--- config.mk ---
export PLATFORM = sky130hd
export DESIGN_NAME = feature_fetcher
export DESIGN_NICKNAME = d
export VERILOG_FILES = /design/src/rtl/haar_pkg.sv /design/src/rtl/skid_fifo2.sv /design/src/rtl/feature_fetcher.sv
export SDC_FILE = /design/constraint.sdc
export NUM_CORES = 1
export LEC_CHECK = 0
export BUFFER_PORTS_ARGS = -buffer_cell sky130_fd_sc_hd__buf_2
export CAP_MARGIN = 20
export CELL_PAD_IN_SITES_DETAIL_PLACEMENT = 0
export CELL_PAD_IN_SITES_GLOBAL_PLACEMENT = 1
export CORE_MARGIN = 3
export CORE_UTILIZATION = 41
export DETAILED_ROUTE_END_ITERATION = 7
export HOLD_SLACK_MARGIN = 0.03
export PLACE_DENSITY = 0.92
export SLEW_MARGIN = 0
export SYNTH_ARGS = -nofsm -noshare
export SYNTH_HDL_FRONTEND = slang
export SYNTH_SLANG_ARGS = --single-unit
--- constraint.sdc ---
create_clock -name clk -period 5.4 [get_ports clk]
set_input_delay 0 -clock clk [delete_from_list [all_inputs] [get_ports clk]]
set_output_delay 0 -clock clk [all_outputs]
set_load 0.05 [all_outputs]
--- src/rtl/haar_pkg.sv ---
// haar_pkg: shared state encoding and default widths for the Haar memory readers
package haar_pkg;
  localparam int DEF_ADDR_WIDTH = 12;
  localparam int DEF_DATA_WIDTH = 8;
  typedef enum logic [1:0] {IDLE, CLEAR, RUN, DONE} state_t;
endpackage

--- src/rtl/skid_fifo2.sv ---
// skid_fifo2: 2-entry FIFO holding {last, data}; caller never pushes when full or pops when empty
module skid_fifo2 #(
  parameter int W = 9
) (
  input  logic         clk,
  input  logic         reset_n,
  input  logic         push,
  input  logic         pop,
  input  logic [W-1:0] din,
  output logic [W-1:0] dout,
  output logic [1:0]   count
);
  logic [W-1:0] mem [2];
  logic wr_ptr, rd_ptr;
  always_ff @(posedge clk or negedge reset_n) begin
    if (!reset_n) begin
      mem[0] <= '0;
      mem[1] <= '0;
      wr_ptr <= 1'b0;
      rd_ptr <= 1'b0;
      count  <= 2'd0;
    end else begin
      if (push) mem[wr_ptr] <= din;
      wr_ptr <= wr_ptr ^ push;
      rd_ptr <= rd_ptr ^ pop;
      count  <= count + 2'(push) - 2'(pop);
    end
  end
  assign dout = mem[rd_ptr];
endmodule

--- src/rtl/feature_fetcher.sv ---
// feature_fetcher: streams one classifier-memory pass via the external counter
// into a valid/ready interface with a last-word flag.
module feature_fetcher
  import haar_pkg::*;
#(
  parameter int ADDR_WIDTH = DEF_ADDR_WIDTH,
  parameter int DATA_WIDTH = DEF_DATA_WIDTH
) (
  input  logic                  clk,
  input  logic                  reset_n,
  input  logic                  start,
  output logic                  o_counter_clear,
  output logic                  o_trigger_compare,
  input  logic [ADDR_WIDTH-1:0] i_address,
  input  logic                  i_is_end_reached,
  output logic                  o_rd_en,
  output logic [ADDR_WIDTH-1:0] o_rd_address,
  input  logic [DATA_WIDTH-1:0] i_rd_data,
  output logic [DATA_WIDTH-1:0] o_data,
  output logic                  o_valid,
  input  logic                  i_ready,
  output logic                  o_last,
  output logic                  o_busy,
  output logic                  o_done
);
  state_t state, state_nxt;
  logic issued_all, inflight, inflight_last, issue, hs;
  logic [1:0] count;
  assign o_valid = count != 2'd0;
  assign hs = o_valid & i_ready;
  // a word popped this cycle frees its slot in time for the read issued now
  assign issue = state == RUN && !issued_all && ({1'b0, count} + 3'(inflight) - 3'(hs)) < 3'd2;
  assign o_rd_en = issue;
  assign o_rd_address = issue ? i_address : '0;
  assign o_trigger_compare = issue & ~i_is_end_reached;
  assign o_counter_clear = state == CLEAR;
  assign o_busy = state != IDLE;
  assign o_done = state == DONE;
  always_comb begin
    state_nxt = state;
    case (state)
      IDLE:    state_nxt = start ? CLEAR : IDLE;
      CLEAR:   state_nxt = RUN;
      RUN:     state_nxt = (hs && o_last) ? DONE : RUN;
      default: state_nxt = IDLE;
    endcase
  end
  always_ff @(posedge clk or negedge reset_n) begin
    if (!reset_n) begin
      state         <= IDLE;
      issued_all    <= 1'b0;
      inflight      <= 1'b0;
      inflight_last <= 1'b0;
    end else begin
      state         <= state_nxt;
      issued_all    <= state == CLEAR ? 1'b0 : issued_all | (issue & i_is_end_reached);
      inflight      <= issue;
      inflight_last <= issue & i_is_end_reached;
    end
  end
  skid_fifo2 #(.W(DATA_WIDTH + 1)) u_fifo (
    .clk    (clk),
    .reset_n(reset_n),
    .push   (inflight),
    .pop    (hs),
    .din    ({inflight_last, i_rd_data}),
    .dout   ({o_last, o_data}),
    .count  (count)
  );
endmodule

Yosys cells after proc, flatten, opt, wreduce, memory -nomap -nowiden
Index checks and enable logic that the tools add are counted.

cells by class
  equality and inequality tests = 3
  multipliers = 0
  $add $sub $neg = 4
  shift-type cells = 0
  reductions and logical operators = 8
  multiplexer cells = 11
  $lt $le $gt $ge = 4
  div/mod/pow operators = 0
  bitwise gates (word level) = 9

operators with widths
  kind                count
  $mux 9              4
  $bwmux 18           1
  $mux 12             1
  $demux 9 s1         1
  $pmux 2 s3          1
  $eq 2x2->1 const B  2
  $ge 2x2->1 const B  2
  $logic_and 1x1->1   4
  $not 1->2           2
  $reduce_bool 2->1   2
  $add 2x1->3         1
  $and 1x1->1         3
  $lt 3x2->1 const B  1
  $mux 1              3
  $sub 3x1->3         1
  $add 2x1->2         1
  $eq 2x1->1 const B  1
  $logic_not 2->1     1
  $lt 2x1->1 const B  1
  $sub 2x1->2         1
  $xor 1x1->1         2
  $logic_not 1->1     1
  $not 1->1           1
  $or 1x1->1          1

word-level totals
  ROM bits = 0
  memories kept = 0
  bits in latches = 0
  bits in writable memories = 0
  input bits = 25
  register bits after elaboration = 27

Depth between registers and ports, before layout
  depth after elaboration = 8
  mapped depth = 10
  depth with buffers taken out = 8

Modules after synthesis
Synthesis repeated with hierarchy kept, for this count alone.

second synthesis, totals
  cell total of the unflattened synthesis = 106
  area total of the unflattened synthesis = 1537.7 sq um

by module, submodules not included
  module           cells each  seq. area each (sq um)  times used  area an instance (sq um)
  skid_fifo2       62          550.5                   1           1087.3
  feature_fetcher  44          125.1                   1           450.4

Worst setup path before layout
Ideal clock, no wire load.

  path kind = register to output
  from = reg u_fifo.count[1]
  to = out o_rd_address[0]
  required time = 5.400 ns
  arrival time = 3.295 ns
  cell stages (with the launch flop) = 10
  buffers on the path = 1
  slack = 2.105 ns
  cell sequence = dfrtp_1 -> o21ai_0 -> inv_1 -> ha_1 -> inv_1 -> ha_1 -> fa_1 -> or3b_1 -> buf_6 -> nor3b_1

between the ends
  word-level cells in the longest chain between the ends = 6

RTL lines
  what                                                                 RTL line               source
  start, declared                                                      skid_fifo2.sv:11       output logic [1:0] count
  start signal, assigned                                               skid_fifo2.sv:26       count <= count + 2'(push) - 2'(pop);
  parallel branches: the longest is 2 deep, another holds $add 2x1->3  --
  $sub 3x1->3 *                                                        feature_fetcher.sv:32  assign issue = state == RUN && !issued_all && ({1'b0, count} + 3'(inflight) - 3'(hs)) < 3'd2;
  $lt 3x2->1 *                                                         feature_fetcher.sv:32
  $logic_and 1x1->1 *                                                  feature_fetcher.sv:32
  $mux 12 *                                                            feature_fetcher.sv:34  assign o_rd_address = issue ? i_address : '0;
  end, declared                                                        feature_fetcher.sv:17  output logic [ADDR_WIDTH-1:0] o_rd_address,

Every way passes the cells marked *.

Worst setup path in the final report
Ends and elaborated chain as after synthesis.

==> metrics.cfg <==
[status]
outcome = finished clean

[clocking]
cts_buffers = 3
cts_sinks = 27
root_buffer = clkbuf_4
cts-resized-gates = 0
clk_path_buf_depth = 2
clkTransAtPathRegs_ps = 130
cts_setup_buffers = 0
cts_tree = built
insertion_delay_ps = 310
ctsHoldBuffers = 12
h-tree-depth = 1

[worst_setup_path]
end_kind = primary output
crit_start = u_fifo.count[1]$_DFF_PN0_
cp.arrival_ps = 3310
criticalPathCategory = reg2out
critPathMaxFanout = 16
r2r-start = u_fifo.count[1]$_DFF_PN0_
r2r_setup_slack_ps = 2530
start_kind = flip-flop
r2r_end = issued_all$_DFF_PN0_
critPathRequiredTime_ps = 5400
r2r_cells = 8

[yosys]
synth_compound_area_share_pct = 2.159
netlist_instances = 106
ys_types = 22
syn_nets = 141
dominantRegCellSynth = dfrtp_1
synth_xor_area_share_pct = 1.727
synth_edf_count = 0
yosys_warnings = 0
syn_avg_cell_area_um2 = 13.67
synthAdderAreaFrac_pct = 9.154
syn_area_um2 = 1449
ys_ff_latch = 27
synth-simple-area-share_pct = 12.95
synthArstFlopShare_pct = 100.0
muxShareOfSynthArea_pct = 20.98
seq_area_frac_synth_pct = 46.63
synth_top_family_by_area = multiplexers

[sta]
layout_min_cycle_time_ps = 3312
timing.final.crit_share_pct = 61.34
worst_pin_slew_ps = 923.1
fmax_mhz = 301.9
drv_slew = 0
finalSetupViolations = 0
hold_viol_final = 0
skew_ps = 1.949
slew_headroom_pct = 38.16
fin_tns_setup_ps = 0
rsz0062_at_grt = no

[finish]
drive_gt1_share_pct = 55.69
final_nets = 203
syn2layout_area_growth_pct = 27.98
diodes = 0

[floorplan]
start_util_pct = 45.23
die_h_um = 65.45
ioPinCount = 52
rows = 20
die_area_um2 = 4283
coreArea_um2 = 3203
die_w_um = 65.45

[drt]
dr.first_iter.drc_count = 25
dr.pass1.iters = 3
vias = 992
routed_wl_mm = 2.620
postRouteAntennaNets = 0
wl_per_cell_um = 12.42
drcViolationCount = 0
viasPerCell = 4.701

[grt]
grt_overflow = 0
grt_pass1_vias = 1104
grt_usage_pct = 13.76
grt_first_pass_wirelength_mm = 4.650
grt_max_degree = 28
antenna_found_initial = 0

[place]
place_congestion = 0.6772
dp_hpwl_mm = 1.945
portBuffers = 51

[flow_run]
drv_cap = 0

[min_path]
hp-class = in2async

final cells by class:
| cell class | count | area (µm²) |
|---|---|---|
| Tap cell | 44 | 55.05 |
| Fill cell | 292 | 1349 |
| Inverter | 11 | 41.29 |
| Multi-Input combinational cell | 62 | 680.7 |
| Timing Repair Buffer | 63 | 375.4 |
| Clock buffer | 4 | 26.28 |
| Sequential cell | 27 | 675.6 |
through the flow:
| step | hold WS, ps | setup slack, ps | utilization [%] | area, µm² | instances |
|---|---|---|---|---|---|
| 6_report | 204.5 | 2088 | 57.89 | 1854 | 211 |
| 5_1_grt | 258.7 | 1828 | 57.89 | 1854 | 211 |
| 4_1_cts | 211.2 | 2037 | 57.89 | 1854 | 211 |
| 3_5_place_dp | 35.62 | 2423 | 53.32 | 1708 | 195 |
| 3_3_place_gp | 22.31 | 2542 | 53.32 | 1708 | 195 |
| 2_1_floorplan | -295.6 | 2105 | - | 1449 | 106 |
per-layer routing:
metal	part of all wire, %	routed length, µm	global-route usage, %	vias to the layer above
li1	-	-	-	480
met1	43	1132	16.63	467
met2	49	1278	25.03	43
met3	7.4	195	2.222	2
met4	0.50	13	3.886	0
met5	0	0	0	-
synth_stat cells (4+ instances only):
cell type / n / share of area, %
ha_1: 9 / 7.8
mux2_2: 27 / 21
dfrtp_1: 27 / 47
buf_2: 4 / 1.4
nor3b_1: 5 / 2.6
nor3b_2: 8 / 6.9
inv_1: 11 / 2.8
logic make-up after synthesis:
family / Yosys count
mux: 27
flops: 27
simple gates: 20
buf+inv: 17
fa+ha+maj: 10
compound gates: 3
xor+xnor: 2
sequential cells by signal, summed over array words and instances, names as in the netlist:
register	cells
inflight	1
inflight_last	1
issued_all	1
state	2
u_fifo.count	2
u_fifo.mem	18
u_fifo.rd_ptr	1
u_fifo.wr_ptr	1
how the worst max path moves through the flow:
stage                                 end  slack (ps)  cells past startpoint
after floorplan           o_rd_address[0]        2100                      9
after global placement    o_rd_address[2]        2540                      9
after detailed placement  o_rd_address[6]        2420                      9
after CTS                 o_rd_address[6]        2040                      9
after global routing      o_rd_address[0]        1830                      9
final                     o_rd_address[0]        2090                      9
worst max-delay path, stage by stage (launching register included):
cell and delay, ps:
dfrtp_1 450, o21ai_0 310, inv_1 80, ha_1 280
inv_1 40, ha_1 180, fa_1 460, or3b_1 660
nor3b_1 260, buf_2 290
placed cells by master, fill, tap and decap left out, drive strengths merged, types with 2 or more instances in the layout:
cell type	Yosys	routed
inv	11	11
ha	9	9
nor3b	13	13
mux2	27	27
dlygate4sd3	0	12
xnor2	2	2
dfrtp	27	27
buf	6	51
clkbuf	0	4
Power is left out: the tool's default activity adds up to more than one toggle a clock period on the data nets, which glitch-free logic cannot reach.
